**src/rtl/motor_move_ctrl_if.sv**
```systemverilog
// Command and status bundle between a move requester and motor_move_ctrl.
interface motor_move_ctrl_if;
  localparam int unsigned CW = 16;

  logic          cmd_valid;
  logic          cmd_ready;
  logic          cmd_dir;
  logic          cmd_full;
  logic [CW-1:0] cmd_steps;
  logic [CW-1:0] cmd_period;
  logic          abort;
  logic          step_pulse;
  logic          direction;
  logic          step;
  logic          busy;
  logic          done;
  logic [CW-1:0] steps_left;

  // Requester side: issues commands and abort, observes progress.
  modport master (
    output cmd_valid, cmd_dir, cmd_full, cmd_steps, cmd_period, abort,
    input  cmd_ready, step_pulse, direction, step, busy, done, steps_left
  );

  // Controller side.
  modport slave (
    input  cmd_valid, cmd_dir, cmd_full, cmd_steps, cmd_period, abort,
    output cmd_ready, step_pulse, direction, step, busy, done, steps_left
  );
endinterface

```
**src/rtl/motor_move_ctrl.sv**
```systemverilog
// Trapezoidal step-rate generator: ramps the step interval from START_PERIOD
// down to the commanded cruise interval and back, issuing one strobe per step.
module motor_move_ctrl #(
  parameter logic [15:0] START_PERIOD = 16'd1000,
  parameter logic [15:0] ACCEL_DEC    = 16'd50,
  parameter logic [15:0] MIN_PERIOD   = 16'd2
) (
  input  logic             clk,
  input  logic             nrst,
  motor_move_ctrl_if.slave bus
);
  localparam int unsigned CW = 16;

  typedef enum logic [1:0] {
    IDLE   = 2'd0,
    ACCEL  = 2'd1,
    CRUISE = 2'd2,
    DECEL  = 2'd3
  } state_t;

  state_t        state, state_nxt;
  logic [CW-1:0] timer, timer_nxt;
  logic [CW-1:0] cur_period, cur_period_nxt;
  logic [CW-1:0] target, target_nxt;
  logic [CW-1:0] accel_steps, accel_steps_nxt;
  logic [CW-1:0] steps_left, steps_left_nxt;
  logic          direction, direction_nxt;
  logic          step, step_nxt;
  logic          done, done_nxt;
  logic          reload;

  logic          busy_c;
  logic          accept;
  logic [CW-1:0] tgt_c;
  logic [CW-1:0] steps_dec;
  logic [CW-1:0] acc_inc;
  logic [CW-1:0] acc_dec;
  logic [CW-1:0] cur_dn;
  logic [CW-1:0] cur_up_sat;
  logic [CW:0]   cur_up;
  logic [CW:0]   ramp_floor;

  // Shared arithmetic; 17-bit sums keep the ramp comparisons free of wrap.
  assign busy_c     = (state != IDLE);
  assign accept     = bus.cmd_valid && (state == IDLE);
  assign tgt_c      = (bus.cmd_period < MIN_PERIOD) ? MIN_PERIOD : bus.cmd_period;
  assign steps_dec  = (steps_left == '0) ? '0 : steps_left - CW'(1);
  assign acc_inc    = accel_steps + CW'(1);
  assign acc_dec    = (accel_steps == '0) ? '0 : accel_steps - CW'(1);
  assign cur_dn     = cur_period - ACCEL_DEC;
  assign cur_up     = {1'b0, cur_period} + {1'b0, ACCEL_DEC};
  assign cur_up_sat = (cur_up >= {1'b0, START_PERIOD}) ? START_PERIOD : cur_up[CW-1:0];
  assign ramp_floor = {1'b0, target} + {1'b0, ACCEL_DEC};

  // State register.
  always_ff @(posedge clk or negedge nrst) begin
    if (!nrst) state <= IDLE;
    else       state <= state_nxt;
  end

  // Next state and datapath updates: accept, interval timing, ramp profile, abort.
  always_comb begin
    state_nxt       = state;
    timer_nxt       = timer;
    cur_period_nxt  = cur_period;
    target_nxt      = target;
    accel_steps_nxt = accel_steps;
    steps_left_nxt  = steps_left;
    direction_nxt   = direction;
    step_nxt        = step;
    done_nxt        = 1'b0;
    reload          = 1'b0;

    if (state == IDLE) begin
      if (accept) begin
        direction_nxt   = bus.cmd_dir;
        step_nxt        = bus.cmd_full;
        steps_left_nxt  = bus.cmd_steps;
        target_nxt      = tgt_c;
        accel_steps_nxt = '0;
        if (bus.cmd_steps == '0) begin
          done_nxt = 1'b1;
        end else if (tgt_c >= START_PERIOD) begin
          cur_period_nxt = tgt_c;
          state_nxt      = CRUISE;
          reload         = 1'b1;
        end else begin
          cur_period_nxt = START_PERIOD;
          state_nxt      = ACCEL;
          reload         = 1'b1;
        end
      end
    end else if (bus.abort) begin
      state_nxt = IDLE;
      done_nxt  = 1'b1;
    end else if (timer != '0) begin
      timer_nxt = timer - CW'(1);
    end else begin
      steps_left_nxt = steps_dec;
      reload         = 1'b1;
      if (steps_dec == '0) begin
        state_nxt = IDLE;
        done_nxt  = 1'b1;
      end else begin
        case (state)
          ACCEL: begin
            accel_steps_nxt = acc_inc;
            if (steps_dec <= acc_inc) begin
              state_nxt = DECEL;
            end else if ({1'b0, cur_period} <= ramp_floor) begin
              cur_period_nxt = target;
              state_nxt      = CRUISE;
            end else begin
              cur_period_nxt = cur_dn;
            end
          end
          CRUISE: begin
            if (steps_dec <= accel_steps) begin
              state_nxt       = DECEL;
              cur_period_nxt  = cur_up_sat;
              accel_steps_nxt = acc_dec;
            end
          end
          DECEL: begin
            cur_period_nxt  = cur_up_sat;
            accel_steps_nxt = acc_dec;
          end
          default: ;
        endcase
      end
    end

    if (reload) timer_nxt = cur_period_nxt - CW'(1);
  end

  // Outputs decoded from state; a strobe due in an abort cycle is dropped.
  always_comb begin
    bus.cmd_ready  = nrst && (state == IDLE);
    bus.busy       = busy_c;
    bus.step_pulse = busy_c && (timer == '0) && !bus.abort;
  end

  // Datapath registers.
  always_ff @(posedge clk or negedge nrst) begin
    if (!nrst) begin
      timer       <= '0;
      cur_period  <= '0;
      target      <= '0;
      accel_steps <= '0;
      steps_left  <= '0;
      direction   <= 1'b0;
      step        <= 1'b1;
      done        <= 1'b0;
    end else begin
      timer       <= timer_nxt;
      cur_period  <= cur_period_nxt;
      target      <= target_nxt;
      accel_steps <= accel_steps_nxt;
      steps_left  <= steps_left_nxt;
      direction   <= direction_nxt;
      step        <= step_nxt;
      done        <= done_nxt;
    end
  end

  assign bus.direction  = direction;
  assign bus.step       = step;
  assign bus.done       = done;
  assign bus.steps_left = steps_left;
endmodule

```
**src/flat_wrapper.sv**
```systemverilog
// flat-port wrapper written by rule: the top's interface ports become plain ports
module motor_move_ctrl_flat 
#(
  parameter logic [15:0] START_PERIOD = 16'd1000,
  parameter logic [15:0] ACCEL_DEC    = 16'd50,
  parameter logic [15:0] MIN_PERIOD   = 16'd2
)
  (clk, nrst, bus_cmd_valid, bus_cmd_dir, bus_cmd_full, bus_cmd_steps, bus_cmd_period, bus_abort, bus_cmd_ready, bus_step_pulse, bus_direction, bus_step, bus_busy, bus_done, bus_steps_left);
  motor_move_ctrl_if bus_i ();
  input  logic clk;
  input  logic nrst;
  input wire logic [$bits(bus_i.cmd_valid)-1:0] bus_cmd_valid;
  input wire logic [$bits(bus_i.cmd_dir)-1:0] bus_cmd_dir;
  input wire logic [$bits(bus_i.cmd_full)-1:0] bus_cmd_full;
  input wire logic [$bits(bus_i.cmd_steps)-1:0] bus_cmd_steps;
  input wire logic [$bits(bus_i.cmd_period)-1:0] bus_cmd_period;
  input wire logic [$bits(bus_i.abort)-1:0] bus_abort;
  output wire logic [$bits(bus_i.cmd_ready)-1:0] bus_cmd_ready;
  output wire logic [$bits(bus_i.step_pulse)-1:0] bus_step_pulse;
  output wire logic [$bits(bus_i.direction)-1:0] bus_direction;
  output wire logic [$bits(bus_i.step)-1:0] bus_step;
  output wire logic [$bits(bus_i.busy)-1:0] bus_busy;
  output wire logic [$bits(bus_i.done)-1:0] bus_done;
  output wire logic [$bits(bus_i.steps_left)-1:0] bus_steps_left;
  assign bus_i.cmd_valid = bus_cmd_valid;
  assign bus_i.cmd_dir = bus_cmd_dir;
  assign bus_i.cmd_full = bus_cmd_full;
  assign bus_i.cmd_steps = bus_cmd_steps;
  assign bus_i.cmd_period = bus_cmd_period;
  assign bus_i.abort = bus_abort;
  assign bus_cmd_ready = bus_i.cmd_ready;
  assign bus_step_pulse = bus_i.step_pulse;
  assign bus_direction = bus_i.direction;
  assign bus_step = bus_i.step;
  assign bus_busy = bus_i.busy;
  assign bus_done = bus_i.done;
  assign bus_steps_left = bus_i.steps_left;
  motor_move_ctrl #(.START_PERIOD(START_PERIOD), .ACCEL_DEC(ACCEL_DEC), .MIN_PERIOD(MIN_PERIOD)) u_core (.clk(clk), .nrst(nrst), .bus(bus_i));
endmodule
```
**config.mk**
```make
export PLATFORM = sky130hd
export DESIGN_NAME = motor_move_ctrl_flat
export DESIGN_NICKNAME = d
export VERILOG_FILES = /design/src/rtl/motor_move_ctrl_if.sv /design/src/rtl/motor_move_ctrl.sv /design/src/flat_wrapper.sv
export SDC_FILE = /design/constraint.sdc
export NUM_CORES = 1
export LEC_CHECK = 0
export CAP_MARGIN = 10
export CORE_ASPECT_RATIO = 0.9
export CORE_MARGIN = 3
export CORE_UTILIZATION = 54
export CTS_CLUSTER_DIAMETER = 150
export DETAILED_ROUTE_END_ITERATION = 10
export PLACE_DENSITY = 0.74
export SETUP_SLACK_MARGIN = 0.3
export SYNTH_ARGS = -nofsm -noshare
export SYNTH_HDL_FRONTEND = slang
export SYNTH_SLANG_ARGS = --single-unit
```
**constraint.sdc**
```tcl
create_clock -name clk -period 6.95 [get_ports clk]
set_input_delay 1.0425 -clock clk [delete_from_list [all_inputs] [get_ports clk]]
set_output_delay 1.0425 -clock clk [all_outputs]
set_load 0.02 [all_outputs]
```
# After elaboration in Yosys (flattened, before gate mapping)
# Index checks and enable logic that the tools add are counted.
dict set report word_totals {
  regBits 85
  latchBits 0
  output_inout_bits 22
  romBits 0
  n_memories 0
  input_bits 38
  ram_bits 0
}
dict set report classes {
  n_bitwise 0
  add_sub_neg 8
  div 0
  shift 0
  eq_ne 14
  n_reduce_logical 21
  order_cmp 6
  n_mul 0
  mux 52
}
# operator count
set op_table {}
lappend op_table {{16-bit two-way mux} 28}
lappend op_table {{16-bit one-hot mux with 3 select lines} 2}
lappend op_table {{16-bit logical NOT} 5}
lappend op_table {{16-bit by 1-bit subtractor with 16-bit output (second input constant)} 4}
lappend op_table {{16-bit by 6-bit adder with 17-bit output (second input constant)} 2}
lappend op_table {{16-bit <= comparator} 2}
lappend op_table {{2-bit two-way mux} 10}
lappend op_table {{17-bit by 10-bit greater-or-equal comparator with 1-bit output (second input constant)} 1}
lappend op_table {{16-bit by 17-bit <= comparator with 1-bit output} 1}
lappend op_table {{16-bit by 1-bit adder with 16-bit output (second input constant)} 1}
lappend op_table {{16-bit by 10-bit greater-or-equal comparator with 1-bit output (second input constant)} 1}
lappend op_table {{16-bit by 2-bit < comparator with 1-bit output (second input constant)} 1}
lappend op_table {{16-bit nonzero test} 1}
lappend op_table {{16-bit by 6-bit subtractor with 16-bit output (second input constant)} 1}
lappend op_table {{2-bit by 1-bit inequality test with 1-bit output (second input constant)} 6}
lappend op_table {{6-bit AND reduction} 2}
lappend op_table {{1-bit two-way mux} 11}
lappend op_table {{6-bit by 2-bit inequality test with 1-bit output (second input constant)} 1}
lappend op_table {{3-bit AND reduction} 2}
lappend op_table {{5-bit by 2-bit inequality test with 1-bit output (second input constant)} 1}
lappend op_table {{5-bit nonzero test} 1}
lappend op_table {{2-bit equality test (second input constant)} 2}
lappend op_table {{1-bit logical AND} 4}
lappend op_table {{2-bit one-hot mux with 2 select lines} 1}
lappend op_table {{other kinds (9)} 10}

# Longest topological paths before layout
dict set report depth {
  ltp_word 11
  mapped_depth 26
  ltp_nobuf 24
}

# Worst setup path before layout
# No wires, ideal clock.
dict set report synth_path {
  kind {flip-flop to flip-flop}
  from {register u_core.steps_left[2], in the netlist u_core.bus.steps_left[2]}
  to {register u_core.timer[14]}
  setup_ns 0.124
  t_arrival_ns 5.470
  setup_slack_ns 1.357
  period_less_slack_ns 5.593
  path_stages_with_launch 22
  required_ns 6.826
  cell_sequence {dfrtp_1 > or4_4 > or4_4 > xor2_2 > nor2_1 > ha_1 > and4_1 > o211a_1 > a221oi_1 > o31ai_4 > a21o_4 > a31oi_4 > o21ai_2 > a2111oi_4 > nand2_1 > o21ai_0 > ha_1 > o21ai_2 > or3b_4 > nor4_4 > and3_1 > nor4_2}
}
dict set report synth_between {
  elab_chain_len 11
}
# item line_no
set synth_rtl {}
lappend synth_rtl {{from (decl)} motor_move_ctrl.sv:26} ;# logic [CW-1:0] steps_left, steps_left_nxt;
lappend synth_rtl {{from (signal assigned)} motor_move_ctrl.sv:159} ;# steps_left <= steps_left_nxt;
lappend synth_rtl {{16-bit by 1-bit subtractor with 16-bit output / 16-bit logical NOT (equally long branches)} motor_move_ctrl.sv:47} ;# assign steps_dec = (steps_left == '0) ? '0 : steps_left - CW'(1);
lappend synth_rtl {{16-bit two-way mux *} motor_move_ctrl.sv:47}
lappend synth_rtl {{16-bit <= comparator, on equally long branches} {motor_move_ctrl.sv:118, motor_move_ctrl.sv:108}}
lappend synth_rtl {{16-bit two-way mux, on equally long branches} {motor_move_ctrl.sv:118, motor_move_ctrl.sv:108}}
lappend synth_rtl {{16-bit one-hot mux with 3 select lines} motor_move_ctrl.sv:105} ;# case (state)
lappend synth_rtl {{16-bit two-way mux *} motor_move_ctrl.sv:101} ;# if (steps_dec == '0) begin
lappend synth_rtl {{16-bit two-way mux *} motor_move_ctrl.sv:96} ;# end else if (timer != '0) begin
lappend synth_rtl {{16-bit two-way mux *} motor_move_ctrl.sv:93} ;# end else if (bus.abort) begin
lappend synth_rtl {{16-bit two-way mux *} motor_move_ctrl.sv:74} ;# if (state == IDLE) begin
lappend synth_rtl {{16-bit by 1-bit subtractor with 16-bit output *} motor_move_ctrl.sv:133} ;# if (reload) timer_nxt = cur_period_nxt - CW'(1);
lappend synth_rtl {{16-bit two-way mux *} motor_move_ctrl.sv:133}
lappend synth_rtl {{to (signal assigned)} motor_move_ctrl.sv:155} ;# timer <= timer_nxt;
lappend synth_rtl {{to (decl)} motor_move_ctrl.sv:22} ;# logic [CW-1:0] timer, timer_nxt;
# Every way passes the cells marked *; elsewhere a longest branch is shown, timed or not.
# A chain may end at the register's enable or synchronous reset.

# Worst setup path in the final report
# Ends and elaborated chain as after synthesis.

==> out/metrics.json <==
{
  "leakage_power": {"value": 3.68, "unit": "nW"},
  "run_status": {"value": "finished clean"},
  "die_area": {"value": 17100, "unit": "sq um"},
  "setup.worst_path.end_class": {"value": "register"},
  "worstSkewPairLatency": {"value": 0.36, "unit": "ns"},
  "grt_pass1_wl": {"value": 41.7, "unit": "mm"},
  "dp_hpwl": {"value": 19.4, "unit": "mm"},
  "timing.critical_path.cells": {"value": "or4_4 -> or4_4 -> xor2_2 -> nor2_1 -> ha_1 -> and4_1 -> o211a_1 -> a221oi_1 -> o31ai_4 -> a21o_4 -> a31oi_4 -> o21ai_2 -> a2111oi_4 -> nand2_1 -> o21ai_0 -> ha_1 -> o21ai_2 -> or3b_4 -> nor4_4 -> nor2_2 -> nor4_2"},
  "cts_resized": {"value": 0},
  "grt_max_degree": {"value": 58},
  "power.ir.vdd_worst": {"value": 0.000268, "unit": "V"},
  "final.hold.worst_slack": {"value": 0.515, "unit": "ns"},
  "synth.area.mux_share": {"value": 4.95, "unit": "%"},
  "avgViaCountPerCell": {"value": 6.60},
  "n_fill_cell": {"value": 1326},
  "timing.setup.tns": {"value": 0, "unit": "ns"},
  "worst_r2r_startpoint": {"value": "u_core.bus.steps_left[2]$_DFFE_PN0P_"},
  "crit_path_top_delay_cell": {"value": "sky130_fd_sc_hd__or4_4"},
  "grt_usage": {"value": 30.7, "unit": "%"},
  "cts_setup_buffers": {"value": 0},
  "critical_path.max_fanout": {"value": 8},
  "synthesized_area_fraction_occupied_by_ao_oa_aoi_and_oai_cells": {"value": 24.0, "unit": "%"},
  "start_util": {"value": 56.2, "unit": "%"},
  "number_of_global_route_vias_before_repair": {"value": 7737},
  "yosys.area_share.adder": {"value": 8.30, "unit": "%"},
  "dp_slack": {"value": 0.969, "unit": "ns"},
  "port_buffers": {"value": 59},
  "synth.yosys.warnings": {"value": 0},
  "final_net_count": {"value": 1166},
  "placeableCoreArea": {"value": 15000, "unit": "sq um"},
  "timing.critical_path.slowest_cell_delay": {"value": 0.60, "unit": "ns"},
  "timing.critical_path.arrival": {"value": 6.35, "unit": "ns"},
  "finish.cell_count_without_fillers": {"value": 1276},
  "worstSetupPathType": {"value": "reg -> reg"},
  "timing.hold.worst.class": {"value": "reg -> reg"},
  "postSynth.topFlopCell": {"value": "sky130_fd_sc_hd__dfrtp_1"},
  "finalPower": {"value": 4.78, "unit": "mW"},
  "layout.core_utilization": {"value": 63.1, "unit": "%"},
  "syn_nets": {"value": 1132},
  "timing.fmax": {"value": 0.165, "unit": "GHz"},
  "worst_r2r_endpoint": {"value": "u_core.timer[14]$_DFFE_PN0P_"},
  "drt-initial-drc-count": {"value": 965},
  "finalWorstSetupSlack": {"value": 0.876, "unit": "ns"},
  "synth_enable_flop_cells": {"value": 0},
  "post_placement_cell_count": {"value": 1259},
  "drt-pass1-iter-count": {"value": 8},
  "synth_area_per_cell": {"value": 8.10, "unit": "sq um"},
  "ctsHtreeMaxLevel": {"value": 3},
  "powerDensity": {"value": 506, "unit": "nW/um^2"},
  "fp-row-count": {"value": 42},
  "layout-drive-gt1-share": {"value": 10.2, "unit": "%"},
  "synth_async_sr_flop_share": {"value": 100, "unit": "%"},
  "path_clk_slew": {"value": 0.07, "unit": "ns"},
  "yosysSeqAreaShare": {"value": 25.3, "unit": "%"},
  "synth.ff_latch_count": {"value": 85},
  "timing.critical_path.from": {"value": "u_core.bus.steps_left[2]$_DFFE_PN0P_"},
  "report.final.setup_viol": {"value": 0},
  "clock_path_buffers": {"value": 2},
  "maxSlewHeadroom": {"value": 24.5, "unit": "%"},
  "timing_hold_violations_final": {"value": 0},
  "final_area": {"value": 9450, "unit": "sq um"},
  "die_height": {"value": 124, "unit": "microns"},
  "syn-cell-area": {"value": 8410, "unit": "sq um"},
  "drt-wirelength-per-cell": {"value": 20.5, "unit": "microns"},
  "die_w": {"value": 138, "unit": "microns"},
  "clock-sinks": {"value": 85},
  "clock_tree.root_cell": {"value": "sky130_fd_sc_hd__clkbuf_16"},
  "clock-skew-final": {"value": 0.00966, "unit": "ns"},
  "r2r.worst_path.cells": {"value": 21},
  "hold_path_depth": {"value": 1},
  "detail_route.drc_violations": {"value": 0},
  "antennaDiodeCount": {"value": 0},
  "dominant_combinational_cell_family_by_area_after_synthesis": {"value": "simple AND/OR/NAND/NOR gates"},
  "route.final.wire_length": {"value": 26.1, "unit": "mm"},
  "timing.critical_path.to": {"value": "u_core.timer[14]$_DFFE_PN0P_"},
  "ios": {"value": 60},
  "min_tclk_post_route": {"value": 6.07, "unit": "ns"},
  "dr_total_vias": {"value": 8420},
  "globalRoute.totalOverflow": {"value": 0},
  "timing.final.crit_share": {"value": 87.4, "unit": "%"},
  "grt_antenna_before_repair": {"value": 0},
  "cts_inserted_buffers": {"value": 9},
  "synth_simple_gate_area_share": {"value": 26.3, "unit": "%"},
  "worstMarginPinSlew": {"value": 1.13, "unit": "ns"},
  "drt.antenna.violating_nets": {"value": 0},
  "placed_cell_area": {"value": 9100, "unit": "sq um"},
  "rsz0062_at_grt": {"value": "no"},
  "post_synthesis_share_of_cell_area_spent_on_xor_and_xnor_gates": {"value": 6.31, "unit": "%"},
  "cp-start-kind": {"value": "register"},
  "syn-instance-count": {"value": 1039},
  "cp.required": {"value": 7.22, "unit": "ns"},
  "routabilityCongestion": {"value": 1.04},
  "area.growth.synth_to_final": {"value": 12.3, "unit": "%"},
  "cts_tree": {"value": "done"},
  "max_cap_viol_count": {"value": 0},
  "setup.reg_to_reg.worst_slack": {"value": 0.88, "unit": "ns"},
  "finalMaxSlewViolations": {"value": 0},
  "synth.distinct_cells": {"value": 105},
  "ctsHoldBuffers": {"value": 0}
}
-- cell usage in the layout, fill, tap and decap left out, drive strengths merged, types with 12 or more instances in the layout --
| cell | instances |
|---|---|
| nor2b | 12 |
| nand2 | 97 |
| ha | 55 |
| buf | 14 |
| dfrtp | 84 |
| inv | 46 |
| a21o | 13 |
| nor3 | 38 |
| o22ai | 17 |
| and3 | 14 |
| nor4 | 23 |
| a21oi | 72 |
| mux2 | 19 |
| xnor2 | 42 |
| nor2 | 115 |
| nand4 | 26 |
| clkdlybuf4s50 | 58 |
| xor2 | 16 |
| o21ai | 76 |
| nand3 | 38 |
| a31oi | 18 |
| mux2i | 19 |
-- Yosys cell counts, drive strengths merged (16+ instances only) --
cell / count / area [sq um]
a21oi: 72 / 387
a31oi: 18 / 143
clkbuf: 38 / 163
dfrtp: 84 / 2100
ha: 55 / 688
inv: 43 / 161
mux2: 19 / 214
mux2i: 19 / 203
nand2: 97 / 369
nand3: 38 / 190
nand4: 26 / 178
nor2: 115 / 437
nor3: 38 / 206
nor4: 23 / 201
o21ai: 76 / 388
o22ai: 17 / 106
xnor2: 42 / 383
xor2: 16 / 148
-- critical path, delay by kind of cell (launching register included) --
kind	cells	cell delay, ns
flops	1	0.47
simple gates	9	2.64
compound gates	9	2.07
fa+ha+maj	2	0.61
xor+xnor	1	0.19
-- final cells by class --
cell class                 instances  area, sq um  area share, %
tap                              198          248           2.62
multi-input combinational        861         5880           62.3
timing repair buffer              72          686           7.26
inverter                          44          165           1.75
clock buffer                      10          239           2.53
clock inverter                     6          100           1.06
sequential                        85         2130           22.5
-- kinds of logic after synthesis --
group / after synthesis
flops: 85
simple gates: 420
buf+inv: 93
fa+ha+maj: 56
mux: 38
xor+xnor: 58
compound gates: 289
-- registers in the layout, summed over array words and instances (netlist names) --
register,flops
u_core.bus.steps_left,16
u_core.state,2
u_core.bus.done,1
u_core.target,16
u_core.bus.direction,1
u_core.accel_steps,16
u_core.bus.step,1
u_core.timer,16
u_core.cur_period,16
-- worst min-delay path by stage --
stage	start	endpoint	slack [ns]
final	u_core.bus.direction$_DFFE_PN0P_	u_core.bus.direction$_DFFE_PN0P_	0.52
after global routing	u_core.bus.direction$_DFFE_PN0P_	u_core.bus.direction$_DFFE_PN0P_	0.54
after CTS	u_core.bus.direction$_DFFE_PN0P_	u_core.bus.direction$_DFFE_PN0P_	0.52
after detailed placement	u_core.bus.direction$_DFFE_PN0P_	u_core.bus.direction$_DFFE_PN0P_	0.49
after global placement	u_core.bus.direction$_DFFE_PN0P_	u_core.bus.direction$_DFFE_PN0P_	0.49
after floorplan	u_core.target[0]$_DFFE_PN0P_	u_core.target[0]$_DFFE_PN0P_	0.48
-- report_power, final --
part           switching [mW]  leakage [nW]  internal (mW)
clock                   0.234         0.167          0.332
sequential              0.494          1.03          0.724
combinational            1.79          2.48           1.21
total                    2.52          3.68           2.26
-- layer usage --
layer | up-vias | GRT usage [%] | share of wire, %
li1 | 3923 | - | -
met1 | 3977 | 45.3 | 44
met2 | 467 | 42.9 | 41
met3 | 53 | 9.25 | 12
met4 | 0 | 9.04 | 2.3
met5 | - | 0 | 0
Note: power is estimated with default switching activity, not from simulation.
